[src/rtl/frame_step_sequencer.sv]
// Once-per-frame update scheduler for the Pong datapath: collects ball-edge collision probes during the scan,
// then issues ball_step, waits for ball_ack (bounded), and issues paddle_step.
module frame_step_sequencer #(
    parameter int BALL_SIZE   = 8,
    parameter int TRIG_LINE   = 480,
    parameter int ACK_TIMEOUT = 15,
    parameter int SPEED_DIV   = 1
) (
    input  logic       clk,
    input  logic       rst,
    input  logic [9:0] h_cnt,
    input  logic [9:0] v_cnt,
    input  logic       object_hit,
    input  logic [9:0] ballX,
    input  logic [9:0] ballY,
    input  logic       game_run,
    input  logic       ball_ack,
    output logic       ball_step,
    output logic       paddle_step,
    output logic       col_l,
    output logic       col_r,
    output logic       col_t,
    output logic       col_b,
    output logic [7:0] frame_cnt,
    output logic       overrun,
    output logic       ack_err
);

    localparam int TMO_W = (ACK_TIMEOUT > 2) ? $clog2(ACK_TIMEOUT) : 1;
    localparam logic [TMO_W-1:0] TMO_LAST = TMO_W'(ACK_TIMEOUT - 1);
    localparam logic [TMO_W-1:0] TMO_ONE  = TMO_W'(1);
    localparam logic [3:0]       DIV_LAST = 4'(SPEED_DIV - 1);
    localparam logic [10:0]      HALF     = 11'(BALL_SIZE / 2);
    localparam logic [10:0]      FULL     = 11'(BALL_SIZE);
    localparam logic [9:0]       TRIG_V   = 10'(TRIG_LINE);

    typedef enum logic [2:0] {
        SCAN,
        LATCH,
        BALL,
        WAIT_BALL,
        PADDLE
    } state_t;

    state_t           state;
    state_t           state_next;
    logic [3:0]       probe;
    logic [3:0]       col;
    logic [3:0]       probe_hit;
    logic [3:0]       div;
    logic [TMO_W-1:0] tmo;
    logic             match;
    logic             match_q;
    logic             trig;
    logic             ack_timeout;

    // Probe coordinates are one bit wider than the counters so a point past 1023 can never alias.
    logic [10:0] hx, vy, bx, by, bx_mid, by_mid, bx_end, by_end;

    assign hx     = {1'b0, h_cnt};
    assign vy     = {1'b0, v_cnt};
    assign bx     = {1'b0, ballX};
    assign by     = {1'b0, ballY};
    assign bx_mid = bx + HALF;
    assign by_mid = by + HALF;
    assign bx_end = bx + FULL;
    assign by_end = by + FULL;

    assign probe_hit[3] = object_hit && (hx == bx)     && (vy == by_mid);
    assign probe_hit[2] = object_hit && (hx == bx_end) && (vy == by_mid);
    assign probe_hit[1] = object_hit && (hx == bx_mid) && (vy == by);
    assign probe_hit[0] = object_hit && (hx == bx_mid) && (vy == by_end);

    // Counts come from the slower pixel domain and hold for several clk cycles, so fire on the rising match only.
    assign match = (v_cnt == TRIG_V) && (h_cnt == 10'd0);
    assign trig  = match && !match_q;

    assign col_l = col[3];
    assign col_r = col[2];
    assign col_t = col[1];
    assign col_b = col[0];

    always_comb begin
        // NOTE: every signal written here gets a default first, otherwise an unassigned path infers a latch.
        state_next  = state;
        ball_step   = 1'b0;
        paddle_step = 1'b0;
        ack_timeout = 1'b0;
        case (state)
            SCAN: begin
                if (trig && (div == DIV_LAST)) state_next = LATCH;
            end
            LATCH: begin
                state_next = game_run ? BALL : SCAN;
            end
            BALL: begin
                ball_step  = 1'b1;
                state_next = WAIT_BALL;
            end
            WAIT_BALL: begin
                if (ball_ack) begin
                    state_next = PADDLE;
                end else if (tmo == TMO_LAST) begin
                    ack_timeout = 1'b1;
                    state_next  = PADDLE;
                end
            end
            PADDLE: begin
                paddle_step = 1'b1;
                state_next  = SCAN;
            end
            default: state_next = SCAN;
        endcase
    end

    // NOTE: all state below uses non-blocking assignments so every register samples pre-edge values.
    always_ff @(posedge clk or posedge rst) begin
        if (rst) begin
            state     <= SCAN;
            match_q   <= 1'b0;
            probe     <= '0;
            col       <= '0;
            div       <= '0;
            tmo       <= '0;
            frame_cnt <= '0;
            overrun   <= 1'b0;
            ack_err   <= 1'b0;
        end else begin
            state   <= state_next;
            match_q <= match;

            if (trig) begin
                if (state == SCAN) begin
                    frame_cnt <= frame_cnt + 8'd1;
                    div       <= (div == DIV_LAST) ? 4'd0 : div + 4'd1;
                end else begin
                    overrun <= 1'b1;
                end
            end

            // A hit landing in the LATCH cycle survives the clear and counts for the next step.
            probe <= ((state == LATCH) ? 4'b0000 : probe) | probe_hit;
            if (state == LATCH) col <= probe;

            tmo <= (state == WAIT_BALL) ? tmo + TMO_ONE : '0;
            if (ack_timeout) ack_err <= 1'b1;
        end
    end

endmodule
[config.mk]
export PLATFORM = sky130hd
export DESIGN_NAME = frame_step_sequencer
export DESIGN_NICKNAME = d
export VERILOG_FILES = /design/src/rtl/frame_step_sequencer.sv
export SDC_FILE = /design/constraint.sdc
export NUM_CORES = 1
export LEC_CHECK = 0
export CAP_MARGIN = 20
export CORE_MARGIN = 2
export CORE_UTILIZATION = 40
export DETAILED_ROUTE_END_ITERATION = 8
export GPL_ROUTABILITY_DRIVEN = 1
export PLACE_DENSITY = 0.68
export SLEW_MARGIN = 10
export SYNTH_ARGS = -nofsm -noshare
export SYNTH_HDL_FRONTEND = slang
export SYNTH_SLANG_ARGS = --single-unit
[constraint.sdc]
create_clock -name clk -period 2.64 [get_ports clk]
set_input_delay 0.396 -clock clk [delete_from_list [all_inputs] [get_ports clk]]
set_output_delay 0.396 -clock clk [all_outputs]
set_load 0.1 [all_outputs]
; ---- Word-level counts from Yosys, hierarchy flattened
; Cells that the tools add are included.
[word_totals]
ff_bits = 30
output_inout_bits = 16
elab_cells = 62
[op_classes]
add_sub_neg = 7
n_eq_ne = 14
muxes = 13
n_bitwise = 2
reduce_logical = 17
[op_table]
columns = operator, count
row1 = == test 10 x 11 -> 1 bit, 4
row2 = "adder 10 x 3 -> 11 bit, second input constant", 2
row3 = "adder 10 x 4 -> 11 bit, second input constant", 2
row4 = == test 10 bit, 2
row5 = 2-to-1 mux 4 bit, 3
row6 = one-hot mux 3 bit (4 select lines), 1
row7 = "== test 10 x 9 -> 1 bit, second input constant", 1
row8 = logical AND 1 bit, 10
row9 = zero test 10 bit, 1
row10 = 2-to-1 mux 3 bit, 3
row11 = "adder 4 x 1 -> 4 bit, second input constant", 2
row12 = "adder 8 x 1 -> 8 bit, second input constant", 1
row13 = "== test 3 x 2 -> 1 bit, second input constant", 2
row14 = AND reduction 2 bit, 3
row15 = 2-to-1 mux 1 bit, 5
row16 = "== test 4 bit, second input constant", 1
row17 = zero test 4 bit, 1
row18 = bitwise OR 4 bit, 1
row19 = "== test 3 x 1 -> 1 bit, second input constant", 1
row20 = "== test 3 bit, second input constant", 1
row21 = zero test 3 bit, 1
row22 = "!= test 3 bit, second input constant", 1
row23 = 2-to-1 mux 2 bit, 1
row24 = "!= test 2 bit, second input constant", 1
row25 = 2 further kinds, 2

; ---- Depth between registers and ports, before layout
; Gate-level depths: netlist of the first run.
[logic_depth]
word_depth = 6
depth_mapped = 6

; ---- Worst setup path after synthesis of the first run
; Ideal clock, no wire load.
[synth_timing]
path_type = register to output
startpoint = register state[0]
endpoint = output port ball_step
arrival_time_ns = 2.691
t_required_ns = 2.244
setup_slack_ns = -0.447
path_stages_with_launch = 2
path_cell_list = dfrtp_1 -> nor3b_1
[synth_between]
elab_chain_len = 2
[synth_lines]
columns = element, line
row1 = start: declaration, 45  ; state_t state;
row2 = start signal: assignment, 129  ; state <= state_next;
row3 = == test 3 x 2 -> 1 bit, 89  ; case (state)
row4 = 2-to-1 mux 1 bit, 89
row5 = end: declaration, 18  ; output logic ball_step,
; Every way passes these cells.

; ---- Worst setup path in the final report of the first run
[layout_timing]
startpoint = input port v_cnt[1]
endpoint = register frame_cnt[1]
[layout_between]
elab_chain_len = 4
[layout_lines]
columns = element, line
row1 = start: declaration, 12  ; input logic [9:0] v_cnt,
row2 = == test 10 x 9 -> 1 bit, 75  ; assign match = (v_cnt == TRIG_V) && (h_cnt == 10'd0);
row3 = logical AND 1 bit, 75
row4 = logical AND 1 bit, 76  ; assign trig = match && !match_q;
row5 = AND reduction 2 bit (no line), n/a
row6 = end signal: assignment, 134  ; frame_cnt <= frame_cnt + 8'd1;
row7 = end: declaration, 24  ; output logic [7:0] frame_cnt,
; Every way passes these cells.
; A chain may end at the register's enable or synchronous reset.

==> results of run 1 <==
-- report_power, final --
| group | switching [W] | leakage, nW | internal (W) |
|---|---|---|---|
| combinational | 0.000267 | 0.913 | 0.000195 |
| clock | 0.000153 | 0.0431 | 0.000200 |
| sequential | 0.0000341 | 0.406 | 0.000483 |
-- synthesized netlist by cell type (3+ instances only) --
cell type / count / area, sq um
nand3_1: 10 / 50.1
nand4_1: 11 / 68.8
a21oi_1: 4 / 20.0
o31ai_1: 6 / 45.0
clkbuf_1: 4 / 15.0
nor2_1: 14 / 52.6
nor3b_1: 6 / 45.0
nand2_1: 31 / 116
nor4_1: 3 / 18.8
and3_1: 5 / 31.3
a22oi_1: 3 / 22.5
nor2b_1: 4 / 25.0
xor2_1: 14 / 123
o21ai_0: 5 / 25.0
a311oi_1: 3 / 26.3
inv_1: 6 / 22.5
nand2b_1: 5 / 31.3
xnor2_1: 27 / 236
and4_1: 3 / 26.3
ha_1: 9 / 113
nand3b_1: 3 / 22.5
nor3_1: 3 / 15.0
dfrtp_1: 30 / 751
-- through the flow --
step	total power (W)	setup WS, ns	instance area [sq um]	setup TNS [ns]
after CTS	0.00135	0.0857	3150	0
final	0.00133	0.107	3150	0
after detailed placement	0.000989	-0.208	3070	-1.44
after global placement	0.000985	-0.185	3070	-1.22
after global routing	0.00142	0.00523	3150	0
after floorplan	0.000812	0.264	2230	0
-- critical path, stage by stage --
cell,delay (ns)
clkdlybuf4s50_1,0.41
or4_4,0.54
or4b_4,0.58
nor4_4,0.23
buf_4,0.20
mux2_2,0.33
-- metal layers --
metal / wire (um) / up-vias / global-route usage / share of wire
li1: - / 1057 / - / -
met1: 2230 / 956 / 0.221 / 0.43
met2: 2510 / 66 / 0.314 / 0.49
met3: 352 / 5 / 0.0529 / 0.068
met4: 48 / 0 / 0.0421 / 0.0093
met5: 0 / - / 0 / 0
-- path summary, 6_finish.rpt --
| check | start | cells after the start | to |
|---|---|---|---|
| max | v_cnt[1] | 6 | frame_cnt[1] |
| min | probe[0] | 2 | col[0] |
| max reg2reg | state[0] | 4 | frame_cnt[1] |
| min reg2reg | probe[0] | 2 | col[0] |
| max in group asynchronous | rst | 3 | overrun |
| min in group asynchronous | rst | 3 | div[3] |
-- final cells by class --
class | instances | area (sq um)
fill | 533 | 2290
multi-input combinational | 199 | 1430
timing repair buffer | 87 | 776
sequential | 30 | 751
tap | 72 | 90.1
clock buffer | 6 | 82.6
inverter | 6 | 22.5
-- sequential cells by signal (all words and copies together), names as in the netlist --
name,flops
frame_cnt,8
col,4
div,4
probe,4
tmo,4
state,3
ack_err,1
match_q,1
overrun,1
-- kinds of logic after synthesis --
| group | after synthesis | share of synthesized area |
|---|---|---|
| AOI/OAI and AO/OA | 35 | 0.117 |
| muxes | 2 | 0.0102 |
| xor gates and xnor gates | 42 | 0.169 |
| DFF | 30 | 0.339 |
| adders and majority gates | 9 | 0.0508 |
| and+or+nand+nor | 111 | 0.292 |
| buffers and inverters | 11 | 0.0220 |
==> impl_metrics.tcl, run 1 <==
set metrics [dict create \
    status "finished clean" \
    drive_above_1_share 0.195 \
    worstSkewPairLatency_ns 0.28 \
    ys.flop_type "dfrtp_1" \
    num_rows 27 \
    globalRouteOverflowTotal 0 \
    grt_use_total 0.181 \
    clock_skew_ns 0.00320 \
    start_kind "primary input" \
    start_util 0.408 \
    holdWs_ns 0.473 \
    setup_viol 0 \
    routed_wl_um 5140 \
    via_per_inst 5.21 \
    ctsResizeCount 0 \
    worstPathRequired_ns 2.80 \
    syn-num-nets 294 \
    die-area_sq_um 6150 \
    syn_area_sq_um 2220 \
    min_period_ns 2.53 \
    crit_type "in -> reg" \
    seq_area_frac_synth 0.339 \
    ant_nets 0 \
    antenna_cells 0 \
    cp_data_arrival_time_ns 2.70 \
    finalMaxSlewViolations 0 \
    synth_edf_count 0 \
    cts_root_buf "clkbuf_8" \
    maxSlewHeadroom 0.601 \
    fmax_ghz 0.395 \
    syn_inst 240 \
    syn_area_per_cell_sq_um 9.24 \
    rsz0062_at_grt "no" \
    antenna_found_initial 0 \
    power_leakage_nw 1.36 \
    fin_crit_sh 0.959 \
    cts_buffers 5 \
    first_global_vias 2045 \
    final_cell_mix "44 x clkdlybuf4s50_1, 42 x buf_4, 31 x nand2_1" \
    place_congestion 0.826 \
    worst-path-max-fanout 9 \
    fin_util 0.579 \
    clk_pin_slew_ns 0.06 \
    dp_hpwl_um 4290 \
    vdd_drop_max_uv 294 \
    cts.sinks 30 \
    clockBufferDepth 2 \
    hp-class "reg -> reg" \
    wl_per_cell_um 12.9 \
    cap_violations 0 \
    drtPass1Iterations 4 \
    rrSetupSlack_ns 0.93 \
    die_w_um 78.5 \
    nNetsFinal 383 \
    core_region_area_sq_um 5440 \
    synth-seq-cells 30 \
    yosysWarnings 0 \
    synthArstFlopShare 1.00 \
    port_buffers 60 \
    mostFrequentLayoutCell "clkdlybuf4s50_1" \
    drt_iter0_drc 63 \
    dp_cells 394 \
    vias 2084 \
    ios 61 \
    power.density_nw_per_um2 423 \
    grt_pass1_wl_um 8910 \
    worstMarginPinSlew_ns 0.597 \
    cts_setup_buffers 0 \
    ys_types 49 \
    cts_hold_buf 0 \
    cts_max_level 2 \
    grt_start_max_net_pins 31 \
    finalHoldViolations 0 \
    cts_tree "yes" \
    cp-end-kind "register" \
    drc_errors 0 \
    finalNonFillerCells 400 \
    synthToLayoutAreaGrowth_pct 42.0 \
    dieHeight_um 78.5 \
]
Note: power is estimated with default switching activity, not from simulation.
==> run 2, diff against run 1 <==
--- a/config.mk
+++ b/config.mk
@@ -8,9 +8,11 @@
 export CAP_MARGIN = 20
 export CORE_MARGIN = 2
 export CORE_UTILIZATION = 40
+export CTS_BUF_LIST = sky130_fd_sc_hd__clkbuf_8
 export DETAILED_ROUTE_END_ITERATION = 8
 export GPL_ROUTABILITY_DRIVEN = 1
 export PLACE_DENSITY = 0.68
+export REMOVE_ABC_BUFFERS = 1
 export SLEW_MARGIN = 10
 export SYNTH_ARGS = -nofsm -noshare
 export SYNTH_HDL_FRONTEND = slang
==> run 2 against run 1 <==
Net effect: core utilization rose by 0.53 points; first-iteration DRC count did not move; flip-flop and latch count did not move; worst hold slack got worse by 0.015 ns; power rose by 6.3%; combinational power rose by 1%; non-clock buffer count rose by 1; critical path depth rose by 1; final area rose by 0.91%; die area did not move.
==> impl_metrics.tcl, run 2 (synthesized netlist as in run 1, its figures left out) <==
set metrics [dict create \
    fmax_ghz 0.394 \
    clkPwrFrac 0.308 \
    p_sw_frac 0.337 \
    drc_errors 0 \
    worstMarginPinSlew_ns 0.663 \
    synthToLayoutAreaGrowth_pct 43.3 \
    place_congestion 0.830 \
    cts_max_level 2 \
    pwr-share-seq 0.362 \
    fin_crit_sh 0.962 \
    start_kind "primary input" \
    crit_type "in -> reg" \
    globalRouteOverflowTotal 0 \
    dp_hpwl_um 4320 \
    wl_per_cell_um 13.1 \
    ios 61 \
    rsz0062_at_grt "no" \
    grt_start_max_net_pins 31 \
    finalHoldViolations 0 \
    met3_wirelength_um 387 \
    antenna_cells 0 \
    clk_pin_slew_ns 0.06 \
    p_switching_w 0.000478 \
    core_region_area_sq_um 5440 \
    setup_viol 0 \
    register_area_sq_um 751 \
    cts.sinks 30 \
    finalNonFillerCells 403 \
    cap_violations 0 \
    setup_tns_ns 0 \
    port_buffers 60 \
    nNetsFinal 384 \
    p_int_w 0.000939 \
    vdd_drop_max_uv 288 \
    worstSkewPairLatency_ns 0.29 \
    cts_buffers 5 \
    cts_tree "yes" \
    largest_register_ffs 8 \
    grt_use_total 0.188 \
    worstPathRequired_ns 2.82 \
    clock_skew_ns 0.00359 \
    first_global_vias 2123 \
    rrSetupSlack_ns 0.94 \
    drtPass1Iterations 4 \
    fill_cells 483 \
    multi_input_area_sq_um 1420 \
    route.met2.wl_um 2510 \
    drt-met1-wl_um 2260 \
    grt_pass1_wl_um 9260 \
    die_w_um 78.5 \
    status "finished clean" \
    start_util 0.408 \
    min_period_ns 2.54 \
    cp_data_arrival_time_ns 2.71 \
    final_cell_mix "44 x clkdlybuf4s50_1, 42 x buf_4, 31 x nand2_1" \
    drt_iter0_drc 63 \
    via_per_inst 5.27 \
    power_leakage_nw 1.38 \
    hp-class "reg -> reg" \
    vias 2123 \
    routed_wl_um 5270 \
    cts_hold_buf 0 \
    cp-end-kind "register" \
    drive_above_1_share 0.196 \
    num_rows 27 \
    die-area_sq_um 6150 \
    dp_cells 395 \
    worst-path-max-fanout 8 \
    mostFrequentLayoutCell "clkdlybuf4s50_1" \
    antenna_found_initial 0 \
    regMostFlops "frame_cnt" \
    clockBufferDepth 2 \
    finalMaxSlewViolations 0 \
    power.density_nw_per_um2 446 \
    fin_util 0.584 \
    maxSlewHeadroom 0.557 \
    dieHeight_um 78.5 \
    pwr-share-comb 0.330 \
    top_layer_used "met4" \
    ant_nets 0 \
    cts_root_buf "clkbuf_8" \
]
==> run 2: changes by cell type in the layout (fill, tap and decap cells not counted) <==
cell,previous run,this run
clkbuf_8,6,8
nor3b_1,4,6
nor3b_2,2,0
buf_6,0,1
==> run 2: cell type report <==
cell class,count,area share
Inverter,6,0.00709
Sequential cell,30,0.236
Clock buffer,8,0.0346
Tap cell,72,0.0283
Timing Repair Buffer,88,0.248
Multi-Input combinational cell,199,0.446
==> run 2: stage by stage <==
stage               area [sq um]  hold slack [ns]  setup slack (ns)  total power (W)
finish                      3180            0.458             0.101          0.00142
global route                3180            0.500           0.00737          0.00150
detailed placement          3060            0.448            -0.234         0.000990
CTS                         3170            0.467            0.0773          0.00143
global placement            3060            0.443            -0.192         0.000983
floorplan                   2190            0.439            -0.447         0.000799
==> run 2: critical path, cell delays in order <==
cell	delay (ns)
clkdlybuf4s50_1	0.42
or4_4	0.55
or4b_4	0.58
nor4_4	0.23
buf_6	0.17
nand2_1	0.07
mux2_1	0.30
==> run 2: metal layers <==
metal	GRT usage	vias to the layer above
met4	0.0719	0
met5	0	-
met3	0.0563	8
met2	0.323	67
met1	0.220	988
li1	-	1060
==> run 2: timing repair <==
action                                  4_1_cts  5_1_grt
buffers inserted                              0        0
gates resized for setup                       0        1
endpoints found under the setup margin        0        3
==> run 2: power by group through the flow <==
stage               Combinational, W  Sequential, W  Clock (W)
floorplan                   0.000265       0.000534          0
global placement            0.000463       0.000519          0
detailed placement          0.000469       0.000521          0
CTS                         0.000471       0.000514   0.000447
global route                0.000508       0.000517   0.000472
finish                      0.000467       0.000513   0.000437
==> run 2: path summary, 6_finish.rpt <==
| check | end | cells after the start | startpoint |
|---|---|---|---|
| max | div[2] | 7 | v_cnt[1] |
| min in group asynchronous | div[2] | 3 | rst |
| min | overrun | 1 | overrun |
| max reg2reg | div[2] | 5 | state[0] |
| min reg2reg | overrun | 1 | overrun |
| max in group asynchronous | probe[1] | 3 | rst |
